[config.mk]
export PLATFORM = sky130hd
export DESIGN_NAME = rf_wb_arb
export DESIGN_NICKNAME = d
export VERILOG_FILES = /design/src/rtl/pico_pkg.sv /design/src/rtl/rr_arb2.sv /design/src/rtl/rf_wb_arb.sv
export SDC_FILE = /design/constraint.sdc
export NUM_CORES = 1
export LEC_CHECK = 0
export CAP_MARGIN = 5
export CORE_MARGIN = 10
export CORE_UTILIZATION = 38
export CTS_CLUSTER_DIAMETER = 40
export DETAILED_ROUTE_END_ITERATION = 8
export PLACE_DENSITY_LB_ADDON = 0.05
export SLEW_MARGIN = 15
export SYNTH_ARGS = -nofsm -noshare
export SYNTH_HDL_FRONTEND = slang
export SYNTH_SLANG_ARGS = --single-unit
[constraint.sdc]
create_clock -name clk_i -period 3.9 [get_ports clk_i]
set_input_delay 1.17 -clock clk_i [delete_from_list [all_inputs] [get_ports clk_i]]
set_output_delay 1.17 -clock clk_i [all_outputs]
set_load 0.02 [all_outputs]
[src/rtl/pico_pkg.sv]
// Shared machine constants for the pico core: datapath width, register count,
// reserved register numbers and the writeback request record.
package pico;

  localparam int N  = 16;
  localparam int R  = 8;
  localparam int AW = $clog2(R);

  localparam logic [AW-1:0] ZERO_REG = AW'(0);
  localparam logic [AW-1:0] EXT_REG  = AW'(4);

  typedef struct packed {
    logic [AW-1:0]       addr;
    logic signed [N-1:0] data;
  } wb_req_t;

  // Registers that silently swallow writes (hard-wired zero, external input).
  function automatic logic is_reserved(input logic [AW-1:0] a);
    return (a == ZERO_REG) || (a == EXT_REG);
  endfunction

endpackage

[src/rtl/rr_arb2.sv]
// Two-way round-robin arbiter: on contention the requester not granted last wins.
// gnt[0] is requester A, gnt[1] is requester B.
module rr_arb2 (
  input  logic       clk_i,
  input  logic       rst_ni,
  input  logic [1:0] req,
  output logic [1:0] gnt
);

  logic last_b;

  assign gnt[0] = req[0] & (~req[1] | last_b);
  assign gnt[1] = req[1] & (~req[0] | ~last_b);

  // Reset leaves B as last winner so A takes the first contention.
  always_ff @(posedge clk_i) begin
    if (!rst_ni) begin
      last_b <= 1'b1;
    end else if (|gnt) begin
      last_b <= gnt[1];
    end
  end

endmodule

[src/rtl/rf_wb_arb.sv]
// Register-file writeback arbiter: merges ALU and load/IO writebacks into one
// registered write port, drops writes to reserved registers, forwards in-flight data.
module rf_wb_arb
  import pico::*;
(
  input  logic                clk_i,
  input  logic                rst_ni,
  input  logic                a_valid_i,
  output logic                a_ready_o,
  input  logic [AW-1:0]       a_addr_i,
  input  logic signed [N-1:0] a_data_i,
  input  logic                b_valid_i,
  output logic                b_ready_o,
  input  logic [AW-1:0]       b_addr_i,
  input  logic signed [N-1:0] b_data_i,
  input  logic                stall_i,
  output logic                wr_en_o,
  output logic [AW-1:0]       wr_addr_o,
  output logic signed [N-1:0] wr_data_o,
  input  logic [AW-1:0]       byp_addr_i,
  output logic                byp_hit_o,
  output logic signed [N-1:0] byp_data_o,
  output logic [7:0]          drop_cnt_o
);

  function automatic logic [7:0] sat_inc8(input logic [7:0] v);
    return (v == 8'hFF) ? v : v + 8'd1;
  endfunction

  logic [1:0]          req_p0;
  logic [1:0]          gnt_p0;
  wb_req_t             a_req_p0;
  wb_req_t             b_req_p0;
  wb_req_t             sel_p0;
  logic                acc_p0;
  logic                drop_p0;
  logic                issue_p0;

  logic                vld_p1;
  logic [AW-1:0]       addr_p1;
  logic signed [N-1:0] data_p1;
  logic [7:0]          drop_cnt_q;

  // Stage p0: arbitration and acceptance
  assign req_p0 = {b_valid_i, a_valid_i} & {2{rst_ni & ~stall_i}};

  rr_arb2 u_arb (
    .clk_i  (clk_i),
    .rst_ni (rst_ni),
    .req    (req_p0),
    .gnt    (gnt_p0)
  );

  assign a_ready_o = gnt_p0[0];
  assign b_ready_o = gnt_p0[1];

  assign a_req_p0 = '{addr: a_addr_i, data: a_data_i};
  assign b_req_p0 = '{addr: b_addr_i, data: b_data_i};
  assign sel_p0   = gnt_p0[1] ? b_req_p0 : a_req_p0;

  assign acc_p0   = |gnt_p0;
  assign drop_p0  = acc_p0 & is_reserved(sel_p0.addr);
  assign issue_p0 = acc_p0 & ~drop_p0;

  // Stage p1: output register, drained every cycle
  always_ff @(posedge clk_i) begin
    if (!rst_ni) begin
      vld_p1     <= 1'b0;
      drop_cnt_q <= 8'd0;
    end else begin
      vld_p1 <= issue_p0;
      if (drop_p0) begin
        drop_cnt_q <= sat_inc8(drop_cnt_q);
      end
    end
  end

  always_ff @(posedge clk_i) begin
    if (issue_p0) begin
      addr_p1 <= sel_p0.addr;
      data_p1 <= sel_p0.data;
    end
  end

  // Data registers carry no reset; the valid bit masks them onto the port.
  assign wr_en_o    = vld_p1 & rst_ni;
  assign wr_addr_o  = wr_en_o ? addr_p1 : '0;
  assign wr_data_o  = wr_en_o ? data_p1 : '0;
  assign byp_hit_o  = wr_en_o && (addr_p1 == byp_addr_i);
  assign byp_data_o = byp_hit_o ? data_p1 : '0;
  assign drop_cnt_o = drop_cnt_q;

endmodule

==> flow_summary.toml, run 1 <==
[setup_path]
r2r_start = "u_arb.last_b$_SDFFE_PN1P_"
crit_fanout = 17
cp_slowest_cell = "clkdlybuf4s50_1"
path_common_cell = "and2_1"
crit_required_ps = 2730
cp.arrival_ps = 2640
worstSetupPathType = "primary input to output pin"
slowest_delay_ps = 470
r2r_cells = 5
r2r-end = "data_p1[12]$_DFFE_PP_"
rrSetupSlack_ps = 1810
crit_chain = "clkdlybuf4s50_1, and2_1, nand2_1, nor3_2, buf_4, and2_1, dlygate4sd2_1"
cp-start-kind = "primary input"
cp-end-kind = "output pin"

[detailed_routing]
finalWirelength_um = 5304
viasPerCell = 5.177
wl_per_cell_um = 17.68
first_pass_iters = 4
via_count = 1553
drt_iter0_drc = 73
drc = 0
ant_nets = 0

[floorplan]
num_rows = 23
initial_utilization = 0.4010
pin_count = 93
fp.dieArea_mm2 = 0.007379
die_w_um = 85.90
die_h_um = 85.90
coreArea_mm2 = 0.004115

[placement]
place_ws_ps = -221.5
placed_cell_area_mm2 = 0.002650
port_buffers = 92
hpwl_um = 4282
routabilityCongestion = 0.7411

[synthesis]
synthAdderAreaFrac = 0.007582
synth_xor_area_frac = 0.02654
synth_cells = 150
synth.mux.area_fraction = 0.1440
netlist_area_mm2 = 0.001650
avgSynthCellArea_um2 = 11.00
synth_simple_gate_area_frac = 0.2654
synth_top_family_by_area = "simple AND/OR/NAND/NOR gates"
yosys.cell_types.count = 39
seq_area_frac_synth = 0.4670
synth-seq-cells = 29
synth_compound_area_frac = 0.05838
ys_warn_count = 0
syn_nets = 197

[sta]
layout_setup_ws_ps = 89.41
period_share = 0.9771
rsz0062_at_grt = "no"
finClkSkew_ps = 6.613
report.final.slew_viol_count = 0
fin_hold_ws_ps = 505.3
setup_tns_ps = 0
final_hold_viol_count = 0
slew_headroom = 0.6605
tightest_slew_ps = 509.3
max_freq_ghz = 0.2624
finalSetupViolations = 0
fin_crit_ps = 3811

[job]
drv_cap = 0

[clocking]
clockBufferDepth = 2
clkTransAtPathRegs_ps = 70
clock_latency_ps = 280
clock_sinks = 29
htreeDepth = 2
cts_tree = "built"
cts_root_buf = "clkbuf_8"
cts_buffers = 5

[worst_hold_path]
hold_start = "drop_cnt_o[5]$_SDFFE_PN0P_"
hold_path_class = "flop to flop"
hold_path_end = "drop_cnt_o[5]$_SDFFE_PN0P_"
holdPathStages = 2

[final_layout]
n_antenna_cell = 0
drive_above_1_share = 0.1760
fin_util = 0.6637
final_cell_area_mm2 = 0.002731
syn_to_final_growth_pct = 65.50
fillers = 342
nets = 296

[status]
status = "finished clean"

[power_and_ir_drop]
power_frac_seq = 0.454
pwr-share-clk = 0.391
netSwitchingFraction = 0.2152
p_per_area_mw_per_mm2 = 277.3
p_int_mw = 0.5945
combPwrFrac = 0.155
p_sw_mw = 0.1630
vdd_drop_max_mv = 0.1611
p_leak_nw = 1.176

[global_route]
grt_max_degree = 20
overflow = 0
grt_pass1_vias = 1620
antenna_found_initial = 0
grt_pass1_wl_um = 8252
track_usage = 0.1404
==> Yosys cell counts (all sizes together) <==
library cell	number	area, um2
nand2	9	33.78
nand3	2	10.01
xor2	3	26.28
nor2b	1	13.76
inv	2	7.510
nand4b	1	8.760
or4	1	7.510
mux2i	2	20.02
o221a	3	33.78
buf	3	23.77
clkbuf	5	20.01
nor3	2	15.01
nand4	2	12.51
ha	1	12.51
o21ba	1	10.01
edfxtp	19	570.6
and2	18	112.6
mux2	19	217.7
a21oi	1	5.000
nand2b	4	25.02
o41ai	1	8.760
a31oi	1	6.260
o21ai	3	15.01
o211ai	1	7.510
xnor2	2	17.52
nor2	7	28.78
and3	21	132.6
and4	3	31.28
nor4	1	6.260
dfxtp	10	200.2
a221o	1	10.01
==> worst max path at each step <==
| stage | start | end | slack, ps | depth (start not counted) |
|---|---|---|---|---|
| 2_1_floorplan | rst_ni | byp_data_o[10] | 320 | 6 |
| 3_3_place_gp | byp_addr_i[1] | byp_data_o[15] | -190 | 7 |
| 3_5_place_dp | rst_ni | byp_data_o[13] | -220 | 7 |
| 4_1_cts | rst_ni | byp_data_o[15] | 50 | 7 |
| 5_1_grt | rst_ni | byp_data_o[11] | 2 | 7 |
| 6_report | rst_ni | byp_data_o[13] | 90 | 7 |
==> cell type report <==
| cell class | instances | area, um2 | share of cell area |
|---|---|---|---|
| repair buffers | 100 | 950.9 | 0.3481 |
| clock buffers | 8 | 111.4 | 0.04077 |
| flip-flops and latches | 29 | 770.7 | 0.2822 |
| multi-input cells | 111 | 828.3 | 0.3033 |
| inverters | 2 | 7.507 | 0.002749 |
| well taps | 50 | 62.56 | 0.02290 |
==> kinds of logic (layout without fill, tap and decap cells) <==
logic type / Yosys count / after routing
and+or+nand+nor: 72 / 72
DFF: 29 / 29
muxes: 21 / 21
AOI/OAI and AO/OA: 12 / 12
buffers and inverters: 10 / 110
xor gates and xnor gates: 5 / 5
adders and majority gates: 1 / 1
==> worst max-delay path, delay by kind of cell <==
family                 cells  cell delay, ps
buffers and inverters      3            1020
AND/OR/NAND/NOR            4             440
==> per-stage QoR <==
step | std cells | total power, mW
2_1_floorplan | 150 | 0.3978
3_3_place_gp | 292 | 0.4681
3_5_place_dp | 292 | 0.4719
4_1_cts | 300 | 0.7633
5_1_grt | 300 | 0.7853
6_report | 300 | 0.7575
==> power by group through the flow <==
stage                     Sequential (mW)  Clock [mW]  Combinational (mW)
after floorplan                     0.350           0              0.0480
after global placement              0.350           0               0.118
after detailed placement            0.351           0               0.121
after CTS                           0.344       0.300               0.119
after global routing                0.345       0.314               0.127
final                               0.344       0.296               0.118
==> repair_timing <==
action | CTS | global route
hold buffers | 0 | 0
buffers inserted | 0 | 0
setup endpoints to repair | 28 | 4
gates resized for setup | 28 | 4
==> layout by cell type, fill, tap and decap left out, drive strengths merged, types with 2 or more instances in the layout <==
master,instances
clkdlybuf4s50,64
dlygate4sd2,24
and3,21
edfxtp,19
mux2,19
and2,18
dfxtp,10
nand2,9
buf,8
clkbuf,8
nor2,7
nand2b,4
clkdlybuf4s15,4
xor2,3
o221a,3
o21ai,3
and4,3
xnor2,2
inv,2
nand4,2
nand3,2
mux2i,2
nor3,2
==> state kept, by name (all words and copies together), names as in the netlist <==
signal	flops
drop_cnt_o	8
vld_p1	1
data_p1	16
u_arb.last_b	1
addr_p1	3
==> per-layer routing <==
| layer | share of wire | global-route usage | routed length (um) |
|---|---|---|---|
| met4 | 0.0087 | 0.03593 | 46 |
| met5 | 0 | 0 | 0 |
| met3 | 0.10 | 0.06339 | 537 |
| met2 | 0.52 | 0.2610 | 2756 |
| met1 | 0.37 | 0.1365 | 1964 |
No activity file was read; power rests on OpenSTA's default activity.
==> inputs of run 2 (changes only) <==
--- a/config.mk
+++ b/config.mk
@@ -11,6 +11,7 @@
 export CTS_CLUSTER_DIAMETER = 40
 export DETAILED_ROUTE_END_ITERATION = 8
 export PLACE_DENSITY_LB_ADDON = 0.05
+export RECOVER_POWER = 25
 export SLEW_MARGIN = 15
 export SYNTH_ARGS = -nofsm -noshare
 export SYNTH_HDL_FRONTEND = slang
==> run 2 against run 1 <==
Effect of this change: maximum frequency about the same; clock power about the same; worst setup slack about the same; global-route usage unchanged; critical path depth unchanged; sequential cell count unchanged; sequential share of layout area increased by 0.17 points; core utilization decreased by 0.40 points; final area decreased by 0.60%; critical endpoint unchanged; largest power group unchanged.
==> flow_summary.toml, run 2 (same netlist as run 1, synthesis figures left out) <==
[setup_path]
r2r-end = "data_p1[12]$_DFFE_PP_"
cp-end-kind = "output pin"
cp-start-kind = "primary input"
cp_slowest_cell = "clkdlybuf4s50_1"
r2r_start = "u_arb.last_b$_SDFFE_PN1P_"
r2r_cells = 5
crit_required_ps = 2730
rrSetupSlack_ps = 1820
slowest_delay_ps = 470
worstSetupPathType = "primary input to output pin"
crit_chain = "clkdlybuf4s50_1, and2_1, nand2_1, nor3_2, buf_4, and2_1, dlygate4sd2_1"
crit_fanout = 17
cp.arrival_ps = 2640
path_common_cell = "and2_1"

[worst_hold_path]
hold_start = "drop_cnt_o[5]$_SDFFE_PN0P_"
hold_path_end = "drop_cnt_o[5]$_SDFFE_PN0P_"
holdPathStages = 2
hold_path_class = "flop to flop"

[final_layout]
layout.cells.most_common = "clkdlybuf4s50_1"
n_antenna_cell = 0
syn_to_final_growth_pct = 64.52
fillers = 346
final_cell_mix = "56 x clkdlybuf4s50_1, 24 x dlygate4sd2_1, 20 x and3_1"
regMostFlops = "data_p1"
fin_util = 0.6598
nets = 296
drive_above_1_share = 0.1560
largest_register_ffs = 16

[clocking]
htreeDepth = 2
clockBufferDepth = 2
clkTransAtPathRegs_ps = 70
clock_sinks = 29
cts_buffers = 5
clock_latency_ps = 270
cts_root_buf = "clkbuf_8"
cts_tree = "built"

[detailed_routing]
finalWirelength_um = 5323
drt_iter0_drc = 97
via_count = 1557
viasPerCell = 5.190
drc = 0
first_pass_iters = 4
ant_nets = 0
wl_per_cell_um = 17.74

[global_route]
overflow = 0
grt_pass1_vias = 1620
track_usage = 0.1404
grt_max_degree = 20
antenna_found_initial = 0
grt_pass1_wl_um = 8252

[power_and_ir_drop]
p_per_area_mw_per_mm2 = 278.3
power_mw = 0.7556
p_leak_nw = 1.197
vdd_drop_max_mv = 0.1621

[floorplan]
coreArea_mm2 = 0.004115
initial_utilization = 0.4010
die_h_um = 85.90
die_w_um = 85.90
fp.dieArea_mm2 = 0.007379
num_rows = 23
pin_count = 93

[placement]
port_buffers = 92
place_ws_ps = -221.5
hpwl_um = 4282
routabilityCongestion = 0.7411

[status]
status = "finished clean"

[sta]
period_share = 0.9770
fin_crit_ps = 3810
tightest_slew_ps = 500.3
finalSetupViolations = 0
slew_headroom = 0.6664
final_hold_viol_count = 0
rsz0062_at_grt = "no"
report.final.slew_viol_count = 0
layout_setup_ws_ps = 89.65
max_freq_ghz = 0.2624
finClkSkew_ps = 5.220

[job]
drv_cap = 0
## run 2: cell types whose count changed in the layout (fill, tap and decap cells not counted), sizes merged
cell	change
clkdlybuf4s50	-8
dlygate4sd3	+8
buf	-1
clkbuf	+1
## run 2: worst max-delay path, delay by kind of cell
| kind | cells | cell delay, ps |
|---|---|---|
| buffers and inverters | 3 | 1020 |
| AND/OR/NAND/NOR | 4 | 440 |
## run 2: per-layer routing
layer	global-route usage	vias up	part of all wire
met2	0.2610	86	0.52
li1	-	751	-
met4	0.03593	0	0.0079
met1	0.1365	715	0.37
met5	0	-	0
met3	0.06339	5	0.11
## run 2: final cells by class
class | count | area (um2) | area share
Timing Repair Buffer | 100 | 947.2 | 0.3488
Clock buffer | 8 | 111.4 | 0.04101
Sequential cell | 29 | 770.7 | 0.2839
Tap cell | 50 | 62.56 | 0.02304
Inverter | 2 | 7.507 | 0.002765
Multi-Input combinational cell | 111 | 815.8 | 0.3005
## run 2: through the flow
stage,instances,cell area (um2),hold WS (ps),TNS (ps)
floorplan,150,1650,494.3,0
global placement,292,2650,489.0,-3753
detailed placement,292,2650,500.7,-4510
CTS,300,2726,508.0,0
global route,300,2715,540.2,0
finish,300,2715,505.6,0
## run 2: how the worst max path moves through the flow
stage	from	to	cells after the start
finish	rst_ni	byp_data_o[13]	7
global route	rst_ni	byp_data_o[11]	7
CTS	rst_ni	byp_data_o[15]	7
detailed placement	rst_ni	byp_data_o[13]	7
global placement	byp_addr_i[1]	byp_data_o[15]	7
floorplan	rst_ni	byp_data_o[10]	6
## run 2: power by group
group / switching, mW / leakage, nW / internal, mW
Sequential: 0.00454 / 0.256 / 0.340
Clock: 0.114 / 0.0566 / 0.182
Combinational: 0.0444 / 0.884 / 0.0713
Total: 0.163 / 1.20 / 0.593
## run 2: what timing repair did
item / CTS / global route
gates cloned: 0 / 0
resized for setup: 28 / 4
hold buffers: 0 / 0
pin swaps: 0 / 0
endpoints found under the setup margin: 28 / 4
buffers inserted: 0 / 0
==> inputs of run 3 (changes only) <==
--- a/config.mk
+++ b/config.mk
@@ -5,6 +5,7 @@
 export SDC_FILE = /design/constraint.sdc
 export NUM_CORES = 1
 export LEC_CHECK = 0
+export ABC_AREA = 1
 export CAP_MARGIN = 5
 export CORE_MARGIN = 10
 export CORE_UTILIZATION = 38
==> run 3 against run 2 <==
Effect of this change: critical path depth fell by 2; core utilization fell by 4.2 points; critical path type unchanged; largest cell class unchanged; sequential power barely moved.
==> flow_summary.toml, run 3 <==
[synthesis]
avgSynthCellArea_um2 = 7.825
synth_simple_gate_area_frac = 0.4108
synth_edf_count = 19
yosysMostFrequentCell = "nand2_1"
synth_cells = 232
synth.mux.area_fraction = 0
synthAdderAreaFrac = 0.006892
netlist_area_mm2 = 0.001815
seq_area_frac_synth = 0.4245
synth_top_family_by_area = "simple AND/OR/NAND/NOR gates"
synth_area_leaders = "edfxtp_1 31%, nand2_1 15%, dfxtp_1 11%, nor2_1 6.8%, inv_1 6.6%"
synth_top_area_frac = 0.3143
synth_compound_area_frac = 0.03515
yosysTopAreaCell = "edfxtp_1"
syn_nets = 279
yosys-top-cells-count = "74 x nand2_1, 33 x nor2_1, 32 x inv_1, 19 x edfxtp_1, 11 x nand4_1"
ys.flop_type = "edfxtp_1"
synth_xor_area_frac = 0.02895
synth-seq-cells = 29
async_flop_share = 0
yosys.cell_types.count = 28
ys_warn_count = 0

[floorplan]
die_w_um = 89.12
initial_utilization = 0.3869
coreArea_mm2 = 0.004692
fp.dieArea_mm2 = 0.007942
pin_count = 93
num_rows = 25
die_h_um = 89.12

[sta]
fin_crit_ps = 3877
final_hold_viol_count = 0
slew_headroom = 0.3327
fin_hold_ws_ps = 490.6
report.final.slew_viol_count = 0
layout_setup_ws_ps = 23.07
tightest_slew_ps = 1001
setup_tns_ps = 0
finalSetupViolations = 0
max_freq_ghz = 0.2579
period_share = 0.9941
finClkSkew_ps = 4.951
rsz0062_at_grt = "no"

[setup_path]
cp_slowest_cell = "clkdlybuf4s50_1"
cp-start-kind = "primary input"
cp.arrival_ps = 2710
r2r-end = "addr_p1[2]$_DFFE_PP_"
path_common_cell = "clkdlybuf4s50_1"
crit_required_ps = 2730
cpLargestDelayFamily = "buffers and inverters"
worstSetupPathType = "primary input to output pin"
rrSetupSlack_ps = 1490
crit_buf_inv = 3
crit_fanout = 20
r2r_start = "u_arb.last_b$_SDFFE_PN1P_"
slowest_delay_ps = 620
r2r_cells = 8
cp-end-kind = "output pin"
crit_chain = "clkdlybuf4s50_1, nand2_2, buf_4, nor2_1, clkdlybuf4s50_1"

[global_route]
grtUsageMet2 = 0.2211
use_met1 = 0.1457
use_met3 = 0.04558
grt_pass1_vias = 1595
antenna_found_initial = 0
overflow = 0
top_usage_layer = "met2"
track_usage = 0.1287
grt_pass1_wl_um = 7845
grt_max_degree = 23

[placement]
routabilityCongestion = 0.7886
placed_cell_area_mm2 = 0.002874
port_buffers = 92
hpwl_um = 4059
dp.cells = 384
place_ws_ps = -304.9

[worst_hold_path]
holdPathStages = 2
hold_path_class = "flop to flop"
hold_start = "u_arb.last_b$_SDFFE_PN1P_"
hold_path_end = "u_arb.last_b$_SDFFE_PN1P_"

[clocking]
cts_buffers = 5
clock_sinks = 29
cts_tree = "built"
clockBufferDepth = 2
clkTransAtPathRegs_ps = 60
htreeDepth = 2
cts_hold_buf = 0
cts_root_buf = "clkbuf_8"
clock_latency_ps = 280
post_cts_buffers = 0

[final_layout]
stdcell_count = 392
largest_register_ffs = 16
final_cell_mix = "75 x nand2_1, 60 x clkdlybuf4s50_1, 33 x nor2_1"
regMostFlops = "data_p1"
n_antenna_cell = 0
nets = 384
final_cell_area_mm2 = 0.002898
layout.cells.most_common = "nand2_1"
drive_above_1_share = 0.1746
fin_util = 0.6176
syn_to_final_growth_pct = 59.61

[detailed_routing]
finalWirelength_um = 5243
first_pass_iters = 4
drt_iter0_drc = 56
viasPerCell = 4.597
ant_nets = 0
wl_per_cell_um = 13.38
via_count = 1802
drc = 0

[power_and_ir_drop]
pwr-share-clk = 0.343
power_mw = 0.7501
p_leak_nw = 1.535
p_sw_mw = 0.1889
vdd_drop_max_mv = 0.1761
p_per_area_mw_per_mm2 = 258.9
combPwrFrac = 0.195
p_int_mw = 0.5612
power_frac_seq = 0.462
netSwitchingFraction = 0.2518

[job]
drv_cap = 0

[status]
status = "finished clean"
-- run 3: cell count changes after synthesis, sizes merged, moves of 3 or more --
cell,change
nand2,+71
nor2,+38
inv,+33
and3,-21
mux2,-19
and2,-18
nand4,+13
a21oi,+7
nand2b,-4
and4,-3
clkbuf,-3
o221a,-3
-- run 3: area by class of cell --
type                       count  area, um2
fill                         449       1794
tap                           54      67.56
timing repair buffer         104      965.9
multi-input combinational    162      869.6
clock buffer                   8      90.09
sequential                    29      770.7
inverter                      35      133.9
-- run 3: worst max path at each step --
stage	startpoint	to	slack, ps	cells after the start
6_report	rst_ni	wr_data_o[12]	20	5
5_1_grt	rst_ni	byp_hit_o	3	7
4_1_cts	rst_ni	byp_data_o[1]	3	7
3_5_place_dp	rst_ni	byp_data_o[1]	-300	7
3_3_place_gp	rst_ni	byp_data_o[1]	-270	7
2_1_floorplan	byp_addr_i[1]	byp_data_o[10]	700	5
-- run 3: worst register-to-register path, cell delays in order, from the launching register on --
cell and delay [ps]:
dfxtp_1 350, nand2_1 80, nand4_1 150, clkbuf_1 770, nand2_1 110, nand2_1 170, nor2_4 90, a21oi_2 100
buf_4 280
-- run 3: logic make-up (layout without fill, tap and decap cells) --
logic type,count (synthesis),after routing
flops,29,29
simple gates,144,144
xor+xnor,6,6
compound gates,11,11
buf+inv,41,147
fa+ha+maj,1,1
-- run 3: repair_timing --
action / CTS / global route
endpoints found under the hold margin: 0 / 0
setup endpoints to repair: 18 / 28
pin swaps: 0 / 0
gates resized for setup: 23 / 39
-- run 3: power by group through the flow --
stage,Combinational [mW],Clock [mW],Sequential [mW]
floorplan,0.0643,0,0.354
global placement,0.148,0,0.353
detailed placement,0.150,0,0.354
CTS,0.150,0.264,0.347
global route,0.158,0.280,0.348
finish,0.146,0.257,0.347
-- run 3: metal layers --
metal | wire, um | vias to the layer above
met4 | 58 | 0
li1 | - | 940
met3 | 341 | 6
met2 | 2547 | 56
met5 | 0 | -
met1 | 2295 | 800
